<file path="config.mk">
export PLATFORM = sky130hd
export DESIGN_NAME = cpu_ctrl
export DESIGN_NICKNAME = d
export VERILOG_FILES = /design/src/rtl/cpu_pkg.sv /design/src/rtl/cpu_ctrl_decode.sv /design/src/rtl/cpu_ctrl.sv
export SDC_FILE = /design/constraint.sdc
export NUM_CORES = 1
export LEC_CHECK = 0
export ABC_AREA = 1
export BUFFER_PORTS_ARGS = -buffer_cell sky130_fd_sc_hd__buf_2
export CAP_MARGIN = 20
export CORE_ASPECT_RATIO = 1.25
export CORE_MARGIN = 2
export CORE_UTILIZATION = 45
export DETAILED_ROUTE_END_ITERATION = 10
export GPL_ROUTABILITY_DRIVEN = 0
export GPL_TIMING_DRIVEN = 0
export PLACE_DENSITY_LB_ADDON = 0.08
export SYNTH_ARGS = -nofsm -noshare
export SYNTH_HDL_FRONTEND = slang
export SYNTH_HIERARCHICAL = 1
export SYNTH_SLANG_ARGS = --single-unit
</file>
<file path="constraint.sdc">
create_clock -name clk -period 1.54 [get_ports clk]
set_input_delay 0.308 -clock clk [delete_from_list [all_inputs] [get_ports clk]]
set_output_delay 0.308 -clock clk [all_outputs]
set_load 0.05 [all_outputs]
</file>
<file path="src/rtl/cpu_pkg.sv">
// Shared encodings for the 8-bit CPU: opcodes, ALU ops, sequencer states, beat indices,
// and the packed control-strobe bundle passed from the decoder to the sequencer.
package cpu_pkg;

    typedef enum logic [3:0] {
        OP_NOP = 4'h0,
        OP_LDA = 4'h1,
        OP_ADD = 4'h2,
        OP_SUB = 4'h3,
        OP_STA = 4'h4,
        OP_JMP = 4'h5,
        OP_JZ  = 4'h6,
        OP_JC  = 4'h7,
        OP_OUT = 4'h8,
        OP_HLT = 4'hF
    } opcode_e;

    typedef enum logic [2:0] {
        ALU_PASS = 3'd0,
        ALU_ADD  = 3'd1,
        ALU_SUB  = 3'd2
    } alu_op_e;

    typedef enum logic [1:0] {
        S_IDLE = 2'd0,
        S_RUN  = 2'd1,
        S_HALT = 2'd2
    } state_e;

    typedef enum logic [2:0] {
        B_T0 = 3'd0,
        B_T1 = 3'd1,
        B_T2 = 3'd2,
        B_T3 = 3'd3,
        B_T4 = 3'd4,
        B_T5 = 3'd5
    } beat_e;

    // Previous-beat reset value: t5, so the first legal beat after reset is t0.
    localparam logic [5:0] BEAT_RESET = 6'b100000;

    typedef struct packed {
        logic    mar_load;
        logic    mar_src;
        logic    mem_rd;
        logic    mem_wr;
        logic    ir_load;
        logic    pc_inc;
        logic    pc_load;
        logic    b_load;
        logic    acc_load;
        logic    flags_load;
        logic    out_load;
        alu_op_e alu_op;
        logic    halt_req;
    } ctrl_t;

endpackage

</file>
<file path="src/rtl/cpu_ctrl_decode.sv">
// Combinational decoder: opcode, beat index and flags to the raw (ungated) control strobes.
module ctrl_decode
    import cpu_pkg::*;
(
    input  opcode_e op_i,
    input  beat_e   beat_i,
    input  logic    zf_i,
    input  logic    cf_i,
    output ctrl_t   ctrl_o
);

    logic mem_ref;

    assign mem_ref = (op_i == OP_LDA) || (op_i == OP_ADD) ||
                     (op_i == OP_SUB) || (op_i == OP_STA);

    always_comb begin
        ctrl_o        = '0;
        ctrl_o.alu_op = ALU_PASS;
        unique case (beat_i)
            B_T0: ctrl_o.mar_load = 1'b1;
            B_T1: begin
                ctrl_o.mem_rd  = 1'b1;
                ctrl_o.ir_load = 1'b1;
                ctrl_o.pc_inc  = 1'b1;
            end
            B_T2: begin
                ctrl_o.mar_load = mem_ref;
                ctrl_o.mar_src  = mem_ref;
                ctrl_o.pc_load  = (op_i == OP_JMP) ||
                                  ((op_i == OP_JZ) && zf_i) ||
                                  ((op_i == OP_JC) && cf_i);
                ctrl_o.out_load = (op_i == OP_OUT);
                ctrl_o.halt_req = (op_i == OP_HLT);
            end
            B_T3: begin
                ctrl_o.mem_rd   = (op_i == OP_LDA) || (op_i == OP_ADD) || (op_i == OP_SUB);
                ctrl_o.acc_load = (op_i == OP_LDA);
                ctrl_o.b_load   = (op_i == OP_ADD) || (op_i == OP_SUB);
                ctrl_o.mem_wr   = (op_i == OP_STA);
            end
            B_T4: begin
                if (op_i == OP_ADD || op_i == OP_SUB) begin
                    ctrl_o.acc_load   = 1'b1;
                    ctrl_o.flags_load = 1'b1;
                    ctrl_o.alu_op     = (op_i == OP_ADD) ? ALU_ADD : ALU_SUB;
                end
            end
            default: ;
        endcase
    end

endmodule

</file>
<file path="src/rtl/cpu_ctrl.sv">
// Hardwired control sequencer: run/halt FSM, instruction register, beat-integrity checker,
// and gating of the decoded strobes onto the datapath.
module cpu_ctrl
    import cpu_pkg::*;
#(
    parameter int unsigned OPW = 4,
    parameter int unsigned ADW = 4
) (
    input  logic               clk,
    input  logic               rst,
    input  logic               t0,
    input  logic               t1,
    input  logic               t2,
    input  logic               t3,
    input  logic               t4,
    input  logic               t5,
    input  logic               run,
    input  logic [OPW+ADW-1:0] mem_dout,
    input  logic               zf,
    input  logic               cf,
    output logic               mar_load,
    output logic               mar_src,
    output logic               mem_rd,
    output logic               mem_wr,
    output logic               ir_load,
    output logic               pc_inc,
    output logic               pc_load,
    output logic               b_load,
    output logic               acc_load,
    output logic               flags_load,
    output logic               out_load,
    output logic [2:0]         alu_op,
    output logic [ADW-1:0]     operand,
    output logic [1:0]         state_o,
    output logic               halted,
    output logic               beat_err
);

    localparam int unsigned IW = OPW + ADW;

    state_e          state_q, state_d;
    logic [IW-1:0]   ir_q, ir_d;
    logic [5:0]      prev_q;
    logic            armed_q, armed_d;
    logic            beat_err_q, beat_err_d;
    logic [5:0]      beat;
    logic            bad;
    logic            en;
    beat_e           idx;
    ctrl_t           dec, ctl;

    assign beat = {t5, t4, t3, t2, t1, t0};
    // The expected beat is one-hot, so equality also covers the one-hot check.
    assign bad  = (beat != {prev_q[4:0], prev_q[5]});

    always_comb begin
        idx = B_T0;
        for (int unsigned i = 0; i < 6; i++) begin
            if (beat[i]) idx = beat_e'(i[2:0]);
        end
    end

    ctrl_decode u_decode (
        .op_i   (opcode_e'(ir_q[IW-1 -: OPW])),
        .beat_i (idx),
        .zf_i   (zf),
        .cf_i   (cf),
        .ctrl_o (dec)
    );

    // RUN is entered on a t0 edge; strobes wait until the next t0 so fetch starts cleanly.
    assign en  = (state_q == S_RUN) && (armed_q || t0) && !bad && !beat_err_q;
    assign ctl = en ? dec : '0;

    assign mar_load   = ctl.mar_load;
    assign mar_src    = ctl.mar_src;
    assign mem_rd     = ctl.mem_rd;
    assign mem_wr     = ctl.mem_wr;
    assign ir_load    = ctl.ir_load;
    assign pc_inc     = ctl.pc_inc;
    assign pc_load    = ctl.pc_load;
    assign b_load     = ctl.b_load;
    assign acc_load   = ctl.acc_load;
    assign flags_load = ctl.flags_load;
    assign out_load   = ctl.out_load;
    assign alu_op     = ctl.alu_op;
    assign operand    = ir_q[ADW-1:0];
    assign state_o    = state_q;
    assign halted     = (state_q == S_HALT);
    assign beat_err   = beat_err_q;

    always_comb begin
        state_d    = state_q;
        ir_d       = ctl.ir_load ? mem_dout : ir_q;
        beat_err_d = beat_err_q | bad;
        if (bad) begin
            state_d = S_IDLE;
        end else begin
            unique case (state_q)
                S_IDLE:  if (t0 && run && !beat_err_q) state_d = S_RUN;
                S_RUN:   if (ctl.halt_req) state_d = S_HALT;
                S_HALT:  state_d = S_HALT;
                default: state_d = S_IDLE;
            endcase
        end
        armed_d = (state_d == S_RUN) && (armed_q || ((state_q == S_RUN) && t0));
    end

    always_ff @(posedge clk or posedge rst) begin
        if (rst) begin
            state_q    <= S_IDLE;
            ir_q       <= '0;
            prev_q     <= BEAT_RESET;
            armed_q    <= 1'b0;
            beat_err_q <= 1'b0;
        end else begin
            state_q    <= state_d;
            ir_q       <= ir_d;
            prev_q     <= beat;
            armed_q    <= armed_d;
            beat_err_q <= beat_err_d;
        end
    end

endmodule

</file>
Word level (Yosys, flattened, before mapping)
Index checks and enable logic that the tools add are counted.

word-level totals
  output and inout bits = 22
  logic and storage cells = 69
  input port bits = 19
  flip-flop bits (word level) = 18

operators by class
  multiplexer cells = 25
  equality and inequality tests = 17
  bitwise logic cells = 1
  reduce and logical (&&, ||, !) cells = 21

operators by type and width
  cell                  count
  $mux W3               6
  $eq A4 B3 Y1 const B  4
  $mux W15              1
  $mux W2               6
  $logic_and A1 B1 Y1   9
  $eq A4 B2 Y1 const B  2
  $eq A4 B4 Y1 const B  2
  $logic_or A1 B1 Y1    8
  $mux W1               8
  $eq A3 B2 Y1 const B  2
  $ne A6 B6 Y1          1
  $pmux W1 S2           3
  $pmux W2 S3           1
  $eq A2 B1 Y1 const B  2
  $eq A4 B1 Y1 const B  1
  $eq A3 B1 Y1 const B  1
  $eq A3 B3 Y1 const B  1
  $logic_not A3 Y1      1
  $eq A2 B2 Y1 const B  1
  $logic_not A1 Y1      2
  $logic_not A2 Y1      1
  $or A1 B1 Y1          1

Longest topological paths before layout
Gate-level depths: netlist (run 1).

  depth in word-level cells = 13
  mapped depth = 12
  mapped depth without buffers = 12

By module
Netlist (run 1), hierarchy kept.

by module, submodules not included
  module       area each (µm²)  instances  cells each  seq. area each (µm²)
  cpu_ctrl     977.2            1          129         451.7
  ctrl_decode  229.0            1          48          0.0

Worst setup path before layout (run 1)
Ideal clock, no wire load.

  path type = flip-flop to output port
  start = register state_q[0], in the netlist state_o[0]
  end = output port alu_op[0]
  buffers on the path = 0
  arrival = 1.948 ns
  path slack = -0.716 ns
  cell stages (with the launch flop) = 7
  cell sequence = dfrtp_1 -> nand2_1 -> o21bai_1 -> inv_1 -> nor2_2 -> nand2_2 -> nor2_1

between the ends
  word-level cells in the longest chain between the ends = 5

RTL lines
  element                            line             text
  start, declared                    cpu_ctrl.sv:41   state_e state_q, state_d;
  start signal, assigned             cpu_ctrl.sv:117  state_q <= state_d;
  $eq A2 B1 Y1                       cpu_ctrl.sv:72   assign en = (state_q == S_RUN) && (armed_q || t0) && !bad && !beat_err_q;
  $logic_and A1 B1 Y1 (3 in series)  cpu_ctrl.sv:72
  $mux W15                           cpu_ctrl.sv:73   assign ctl = en ? dec : '0;
  end, declared                      cpu_ctrl.sv:32   output logic [2:0] alu_op,

No other way between the ends.

Worst setup path after layout (run 1)
  start = register prev_q[5]
  end = output port mem_wr

between the ends
  word-level cells in the longest chain between the ends = 5

RTL lines
  element                            line             text
  start, declared                    cpu_ctrl.sv:43   logic [5:0] prev_q;
  start signal, assigned             cpu_ctrl.sv:119  prev_q <= beat;
  $ne A6 B6 Y1                       cpu_ctrl.sv:54   assign bad = (beat != {prev_q[4:0], prev_q[5]});
  $logic_not A1 Y1                   cpu_ctrl.sv:72
  $logic_and A1 B1 Y1 (2 in series)  cpu_ctrl.sv:72
  $mux W15                           cpu_ctrl.sv:73
  end, declared                      cpu_ctrl.sv:24   output logic mem_wr,

No other way between the ends.

==> results of run 1 <==
-- metal layers --
metal | track usage, % | vias to the layer above | part of all wire (%)
li1 | - | 629 | -
met1 | 21.12 | 543 | 39
met2 | 32.33 | 26 | 55
met3 | 2.871 | 6 | 3.8
met4 | 8.108 | 0 | 1.9
met5 | 0 | - | 0
-- through the flow --
stage / instance area, um^2 / setup WS [ns] / utilization, %
finish: 1872 / -0.7386 / 71.24
global route: 1872 / -0.8740 / 71.24
CTS: 1759 / -0.7792 / 66.95
detailed placement: 1540 / -0.5980 / 58.62
global placement: 1540 / -0.5521 / 58.62
floorplan: 1303 / -0.3937 / -
-- power groups by stage --
stage	sequential (mW)	clock [mW]	combinational [mW]
finish	0.487	0.288	0.111
global route	0.489	0.319	0.127
CTS	0.487	0.300	0.103
detailed placement	0.496	0	0.0997
global placement	0.496	0	0.0967
floorplan	0.495	0	0.0613
-- area by class of cell --
type / instances / area [um^2]
Buffer: 7 / 65.06
Clock buffer: 4 / 36.28
Fill cell: 212 / 755.7
Inverter: 40 / 162.7
Multi-Input combinational cell: 112 / 633.1
Sequential cell: 18 / 454.2
Tap cell: 34 / 42.54
Timing Repair Buffer: 56 / 478.0
-- kinds of logic after synthesis --
family / Yosys count
xor+xnor: 2
other cells: 1
compound gates: 6
simple gates: 103
buf+inv: 47
flops: 18
-- flip-flops by register name, indices dropped and copies added (netlist names) --
register,cells
ir_q,8
beat_err,1
state_o,2
prev_q,6
armed_q,1
-- cell usage after synthesis, drive strengths merged --
master / count / area (um^2)
nand2: 54 / 207.7
dfstp: 1 / 26.28
nor3: 1 / 10.01
or2: 1 / 6.260
a21oi: 3 / 15.01
buf: 7 / 56.30
o21bai: 2 / 15.01
dfrtp: 17 / 425.4
inv: 39 / 146.4
conb: 1 / 3.750
o21ai: 1 / 5.000
nand4: 3 / 18.77
clkinv: 1 / 8.760
nor2: 39 / 201.4
nand3: 5 / 42.54
xnor2: 2 / 17.52
-- layout by cell type (no fill, tap or decap), types with 2 or more instances in the layout --
cell,count
xnor2_1,2
inv_2,6
nand3_1,3
buf_6,20
nand2_1,51
buf_4,12
nor2_1,19
nor2_2,3
clkbuf_4,3
a21oi_1,3
nand2_2,2
inv_1,33
buf_12,2
nor2_4,17
dfrtp_2,2
buf_2,26
o21bai_1,2
buf_8,2
nand4_1,3
dfrtp_1,15
-- path summary, 6_finish.rpt --
check | from | to | slack, ns | depth (start not counted)
setup / recovery | prev_q[5]$_DFF_PP1_ | mem_wr | -0.74 | 12
hold / removal | rst | ir_q[2]$_DFFE_PP0P_ | 0.09 | 2
setup reg to reg | prev_q[5]$_DFF_PP1_ | armed_q$_DFF_PP0_ | -0.68 | 19
hold reg to reg | ir_q[3]$_DFFE_PP0P_ | ir_q[3]$_DFFE_PP0P_ | 0.49 | 2
max in group asynchronous | rst | state_o[1]$_DFF_PP0_ | 0.99 | 2
min in group clk | t5 | prev_q[5]$_DFF_PP1_ | 0.13 | 1
-- repair_timing --
| action | 4_1_cts | 5_1_grt |
|---|---|---|
| hold buffers | 0 | 0 |
| pin swaps | 4 | 8 |
| setup endpoints to repair | 21 | 25 |
| buffers inserted | 7 | 9 |
| gates cloned | 1 | 0 |
| resized for setup | 32 | 13 |
==> impl_metrics.yaml, run 1 <==
floorplanning:
  dieArea_um2: 3113
  io_pins: 41
  initial_core_util_pct: 45.90
  core_area_um2: 2628
  std_cell_rows: 21
  die_w_um: 50.31
  die_h_um: 61.89
critical_path:
  crit_fanout: 5
  worstPathCellList: "inv_2, nand2_1, nand2_1, nor2_1, nand2_1, nor2_4, inv_2, nor2_4, nand2_4, buf_12, nor2_4, buf_6"
  start_kind: "flip-flop"
  critical_path_arrival_ns: 1.97
  critPathTopFamily: "simple AND/OR/NAND/NOR gates"
  worst_path_max_delay_cell: "dfstp_2"
  cpPeakStageDelay_ns: 0.56
  endpoint_kind: "output port"
  cp_data_required_time_ns: 1.23
  crit_type: "reg -> out"
  path_buf_inv: 4
power:
  p_clk_share_pct: 32.5
  ir_drop_uv: 556.2
  sw_frac_of_total_pct: 23.86
  intPower_mw: 0.6750
  leakagePower_nw: 0.9599
  p_seq_share_pct: 55.0
  switching_power_mw: 0.2115
  finalPower_mw: 0.8866
  powerDensity_nw_per_um2: 473.6
  pwr-share-comb_pct: 12.5
clock_tree:
  cts_max_path_buffers: 2
  cts_tree: "built"
  cts_buffers: 3
  h-tree-depth: 1
  clk_pin_slew_worst_paths_ns: 0.11
  clock_latency_ns: 0.29
  cts_sinks: 18
  cts-root-buf: "clkbuf_4"
synthesis:
  synth_compound_area_share_pct: 2.905
  synth_top_family_by_area: "simple AND/OR/NAND/NOR gates"
  ys_types: 23
  synth_area_um2: 1206
  synth_seq_cells: 18
  synthMuxAreaShare_pct: 0
  syn_area_per_cell_um2: 6.814
  ys_warn_count: 6
  synth_xor_area_share_pct: 1.452
  synthSimpleGateAreaFrac_pct: 40.35
  seq_area_frac_synth_pct: 37.45
  synth_fa_ha_area_share_pct: 0
  syn-num-nets: 196
  syn_inst: 177
timing:
  holdWs_ns: 0.08726
  post-route-period-util_pct: 148.0
  relSlewSlack_pct: 55.48
  fin_crit_ns: 2.279
  setup_viol: 24
  fin_setup_tns_ns: -13.86
  fmax_ghz: 0.4389
  drv_slew: 0
  worst_slack_ns: -0.7386
  hold_viol: 0
  worst_pin_slew_ns: 0.6671
  clock_skew_ns: 0.009611
  rsz0062_at_grt: "true"
finish:
  n_antenna_cell: 0
  nets: 257
  finalNonFillerCells: 271
  syn_to_final_growth_pct: 55.19
  drive_gt1_share_pct: 43.88
route:
  drtAntennaViolNets: 0
  firstDrtPassIters: 4
  drc: 0
  viasPerCell: 4.443
  dr.first_iter.drc_count: 19
  vias: 1204
  wl_per_cell_um: 10.13
  postRouteWirelength_mm: 2.745
flow_run:
  cap_violations: 0
global_route:
  grt_start_max_net_pins: 19
  antenna_found_initial: 0
  grt_overflow_total: 0
  grt_pass1_vias: 1038
  gr-usage-all-layers_pct: 17.86
  grt_pass1_wl_mm: 4.195
placement:
  numPortBuffers: 39
  dp.cells: 250
  hpwl_mm: 1.889
run_status:
  run_status: "finished, violations left"
  violations: "setup timing"
min_path:
  hold_class: "in -> async"
Note: power is estimated with default switching activity, not from simulation.
==> run 2: changes to the inputs <==
==> constraint.sdc (replaced) <==
create_clock -name clk -period 1.54 [get_ports clk]
set_input_delay 0.462 -clock clk [delete_from_list [all_inputs] [get_ports clk]]
set_output_delay 0.462 -clock clk [all_outputs]
set_load 0.05 [all_outputs]
==> impl_metrics.yaml, run 2 (synthesis results as in run 1) <==
run_status:
  run_status: "finished, violations left"
  violations: "setup timing"
timing:
  hold_viol: 0
  relSlewSlack_pct: 54.78
  setup_viol: 23
  drv_slew: 0
  clock_skew_ns: 0.002942
  worst_pin_slew_ns: 0.6775
  rsz0062_at_grt: "true"
  worst_slack_ns: -0.8525
  fmax_ghz: 0.4180
  fin_crit_ns: 2.392
  post-route-period-util_pct: 155.4
finish:
  finalNonFillerCells: 267
  nets: 253
  fillers: 227
  final_cell_mix: "nand2_1 (42), inv_1 (30), buf_2 (22), nor2_4 (18)"
  layout_commonest_cell: "nand2_1"
  drive_gt1_share_pct: 49.79
  largest_reg_flops: 8
  syn_to_final_growth_pct: 58.30
  regMostFlops: "ir_q"
  final_util_pct: 72.67
  n_antenna_cell: 0
global_route:
  grt_pass1_wl_mm: 4.236
  grt_start_max_net_pins: 19
  grt_pass1_vias: 1056
  grt_overflow_total: 0
  antenna_found_initial: 0
  gr-usage-all-layers_pct: 17.83
route:
  firstDrtPassIters: 4
  drc: 0
  vias: 1183
  wl_per_cell_um: 9.925
  drtAntennaViolNets: 0
  postRouteWirelength_mm: 2.650
  viasPerCell: 4.431
  dr.first_iter.drc_count: 12
critical_path:
  worst_path_max_delay_cell: "dfstp_2"
  cpPeakStageDelay_ns: 0.55
  start_kind: "flip-flop"
  critPathTopFamily: "simple AND/OR/NAND/NOR gates"
  cp_common_cell: "nor2_4"
  endpoint_kind: "output port"
  critical_path_arrival_ns: 1.93
  crit_type: "reg -> out"
  worstPathCellList: "inv_2, nand2_2, nand2_1, nor2_1, nand2_1, nor2_4, inv_2, nor2_4, nand2_4, buf_4, nor2_4, buf_8"
  path_buf_inv: 4
  cp_data_required_time_ns: 1.08
  crit_fanout: 4
floorplanning:
  io_pins: 41
  dieArea_um2: 3113
  core_area_um2: 2628
  die_h_um: 61.89
  die_w_um: 50.31
  std_cell_rows: 21
  initial_core_util_pct: 45.90
placement:
  place_ws_ns: -0.9116
  hpwl_mm: 1.927
  numPortBuffers: 39
  dp.cells: 250
clock_tree:
  cts_buffers: 3
  cts-root-buf: "clkbuf_4"
  h-tree-depth: 1
  clk_pin_slew_worst_paths_ns: 0.10
  ctsHoldBuffers: 0
  cts_tree: "built"
  cts_max_path_buffers: 2
  clock_latency_ns: 0.29
  cts_sinks: 18
power:
  ir_drop_uv: 485.3
  leakagePower_nw: 0.9537
  powerDensity_nw_per_um2: 469.8
  finalPower_mw: 0.8969
min_path:
  hold_class: "in -> async"
flow_run:
  cap_violations: 0
run 2: cell types whose count changed in the layout (fill, tap and decap cells not counted), moves of 3 or more:
cell	previous run	this run
buf_2	26	22
nand2_2	2	11
nand2_1	51	42
buf_8	2	6
buf_6	20	11
inv_1	33	30
buf_4	12	17
run 2: final timing paths:
check | startpoint | endpoint | slack (ns) | cells past startpoint
hold reg to reg | ir_q[1]$_DFFE_PP0P_ | ir_q[1]$_DFFE_PP0P_ | 0.49 | 2
hold / removal | rst | ir_q[0]$_DFFE_PP0P_ | 0.25 | 2
setup reg to reg | prev_q[5]$_DFF_PP1_ | ir_q[0]$_DFFE_PP0P_ | -0.17 | 13
setup / recovery | prev_q[5]$_DFF_PP1_ | alu_op[1] | -0.85 | 12
min in group clk | t5 | prev_q[5]$_DFF_PP1_ | 0.27 | 1
max in group asynchronous | rst | state_o[0]$_DFF_PP0_ | 0.82 | 2
run 2: area by class of cell:
class,count,area (um^2),area share (%)
Clock buffer,4,36.28,1.900
Inverter,40,177.7,9.305
Sequential cell,18,454.2,23.79
Multi-Input combinational cell,112,679.4,35.58
Buffer,7,65.06,3.408
Timing Repair Buffer,52,454.2,23.79
Tap cell,34,42.54,2.228
run 2: repair_timing:
action | in CTS | in global routing
setup buffers | 10 | 2
resized for setup | 43 | 13
endpoints found under the setup margin | 25 | 27
cloned | 1 | 0
pin swaps | 7 | 8
run 2: stage by stage:
step	hold slack [ns]	instance area, um^2	setup TNS, ns
2_1_floorplan	0.3997	1339	-7.258
3_3_place_gp	0.4645	1577	-14.61
3_5_place_dp	0.4666	1577	-15.02
4_1_cts	0.2570	1856	-12.95
5_1_grt	0.2391	1909	-14.76
6_report	0.2526	1909	-12.27
run 2: power by group:
part | leakage [nW] | total, mW | switching [mW] | internal (mW)
clock network | 0.0210 | 0.288 | 0.145 | 0.144
registers | 0.228 | 0.487 | 0.00511 | 0.482
logic | 0.705 | 0.121 | 0.0687 | 0.0525
total | 0.954 | 0.897 | 0.218 | 0.679
run 2: layer usage:
layer  track usage (%)  part of all wire, %  vias up
li1                  -                    -      619
met1             19.37                   42      528
met2             34.96                   53       32
met3             2.871                  3.8        4
met4             6.950                 0.94        0
met5                 0                    0        -
run 2: worst register-to-register path: cells and delay by family (launching register included):
family	cells	cell delay, ns
simple gates	9	0.70
flops	1	0.55
buf+inv	4	0.39
==> run 3: changes to the inputs <==
--- a/config.mk
+++ b/config.mk
@@ -10,11 +10,11 @@
 export CAP_MARGIN = 20
 export CORE_ASPECT_RATIO = 1.25
 export CORE_MARGIN = 2
-export CORE_UTILIZATION = 45
+export CORE_UTILIZATION = 40
 export DETAILED_ROUTE_END_ITERATION = 10
 export GPL_ROUTABILITY_DRIVEN = 0
 export GPL_TIMING_DRIVEN = 0
-export PLACE_DENSITY_LB_ADDON = 0.08
+export PLACE_DENSITY = 0.71
 export SYNTH_ARGS = -nofsm -noshare
 export SYNTH_HDL_FRONTEND = slang
 export SYNTH_HIERARCHICAL = 1
==> impl_metrics.yaml, run 3 (synthesis results as in run 1) <==
run_status:
  run_status: "finished, violations left"
  violations: "setup timing"
global_route:
  grt_pass1_vias: 1088
  grt_pass1_wl_mm: 4.367
  grt_overflow_total: 0
  grt_start_max_net_pins: 19
  antenna_found_initial: 0
  gr-usage-all-layers_pct: 16.68
power:
  leakagePower_nw: 0.9581
  sw_frac_of_total_pct: 23.91
  p_clk_share_pct: 31.8
  ir_drop_uv: 446.6
  powerDensity_nw_per_um2: 465.5
  intPower_mw: 0.6780
  switching_power_mw: 0.2131
  p_seq_share_pct: 54.6
  pwr-share-comb_pct: 13.6
floorplanning:
  dieArea_um2: 3473
  io_pins: 41
  die_w_um: 53.12
  die_h_um: 65.40
  std_cell_rows: 22
  core_area_um2: 2918
  initial_core_util_pct: 41.34
clock_tree:
  cts-root-buf: "clkbuf_4"
  h-tree-depth: 1
  cts_sinks: 18
  clk_pin_slew_worst_paths_ns: 0.10
  cts_buffers: 3
  cts_max_path_buffers: 2
  cts_tree: "built"
  clock_latency_ns: 0.28
timing:
  clock_skew_ns: 0.001829
  drv_slew: 0
  relSlewSlack_pct: 57.29
  post-route-period-util_pct: 154.5
  holdWs_ns: 0.2432
  fmax_ghz: 0.4202
  setup_viol: 22
  fin_crit_ns: 2.380
  worst_slack_ns: -0.8400
  hold_viol: 0
  rsz0062_at_grt: "true"
  worst_pin_slew_ns: 0.6399
critical_path:
  endpoint_kind: "output port"
  crit_type: "reg -> out"
  start_kind: "flip-flop"
  critical_path_arrival_ns: 1.92
  crit_fanout: 5
  cp_data_required_time_ns: 1.08
finish:
  syn_to_final_growth_pct: 58.71
  final_cell_mix: "nand2_1 (43), inv_1 (32), buf_2 (23), nor2_4 (19), nor2_1 (18)"
  layout_commonest_cell: "nand2_1"
  nets: 253
  largest_reg_flops: 8
  drive_gt1_share_pct: 48.07
  regMostFlops: "ir_q"
  n_antenna_cell: 0
placement:
  numPortBuffers: 39
  place_ws_ns: -0.9266
  hpwl_mm: 1.830
route:
  wl_per_cell_um: 9.613
  firstDrtPassIters: 4
  viasPerCell: 4.309
  drtAntennaViolNets: 0
  dr.first_iter.drc_count: 7
  postRouteWirelength_mm: 2.586
  vias: 1159
  drc: 0
flow_run:
  cap_violations: 0
min_path:
  hold_class: "in -> async"
## run 3: cell counts in the layout (fill, tap and decap cells not counted)
Identical to the previous run, type by type.
## run 3: path summary, 6_finish.rpt
check                                          from  cells after the start  slack [ns]                    to
worst max-delay path            prev_q[5]$_DFF_PP1_                     12       -0.84                mem_wr
worst min-delay path                            rst                      2        0.24   ir_q[5]$_DFFE_PP0P_
worst max register to register  prev_q[5]$_DFF_PP1_                     15       -0.36   ir_q[6]$_DFFE_PP0P_
worst min register to register  ir_q[1]$_DFFE_PP0P_                      2        0.49   ir_q[1]$_DFFE_PP0P_
max in group asynchronous                       rst                      2        0.85  state_o[0]$_DFF_PP0_
min in group clk                                 t5                      1        0.27   prev_q[5]$_DFF_PP1_
## run 3: area by class of cell
type                            count  area [um^2]
Fill cell                         253         1003
Multi-Input combinational cell    112        679.4
Timing Repair Buffer               52        459.2
Sequential cell                    18        454.2
Inverter                           40        175.2
Buffer                              7        65.06
Tap cell                           36        45.04
Clock buffer                        4        36.28
## run 3: metal layers
layer / GRT usage (%) / wire, um / share of wire [%]
met1: 19.91 / 1085 / 42
met2: 30.00 / 1398 / 54
met3: 3.409 / 92 / 3.6
met4: 3.846 / 10 / 0.39
met5: 0 / 0 / 0
## run 3: power by group through the flow
stage / registers [mW] / logic, mW / clock network, mW
global route: 0.488 / 0.135 / 0.315
detailed placement: 0.496 / 0.106 / 0
global placement: 0.496 / 0.106 / 0
finish: 0.487 / 0.121 / 0.283
CTS: 0.487 / 0.118 / 0.289
floorplan: 0.495 / 0.0642 / 0
## run 3: stage by stage
stage / TNS, ns / power, mW / utilization, % / instance area [um^2] / std cells
4_1_cts: -13.72 / 0.8929 / 63.59 / 1856 / 266
2_1_floorplan: -7.258 / 0.5594 / - / 1339 / 177
5_1_grt: -16.49 / 0.9383 / 65.61 / 1914 / 269
3_5_place_dp: -15.17 / 0.6023 / 54.12 / 1579 / 252
6_report: -13.59 / 0.8911 / 65.61 / 1914 / 269
3_3_place_gp: -15.12 / 0.6013 / 54.12 / 1579 / 252
## run 3: worst max-delay path, stage by stage (launching register included)
cell	delay [ns]
dfstp_2	0.54
inv_1	0.03
nand2_1	0.05
nand2_1	0.04
nor2_1	0.08
nand2_1	0.09
nor2_4	0.11
inv_2	0.06
nor2_4	0.12
nand2_4	0.10
buf_12	0.16
nor2_4	0.08
buf_6	0.16
## run 3: repair_timing
item,in CTS,in global routing
pin swaps,9,10
resized for setup,43,10
setup endpoints to repair,25,26
gates cloned,1,0
setup buffers,9,3
hold buffers,0,0
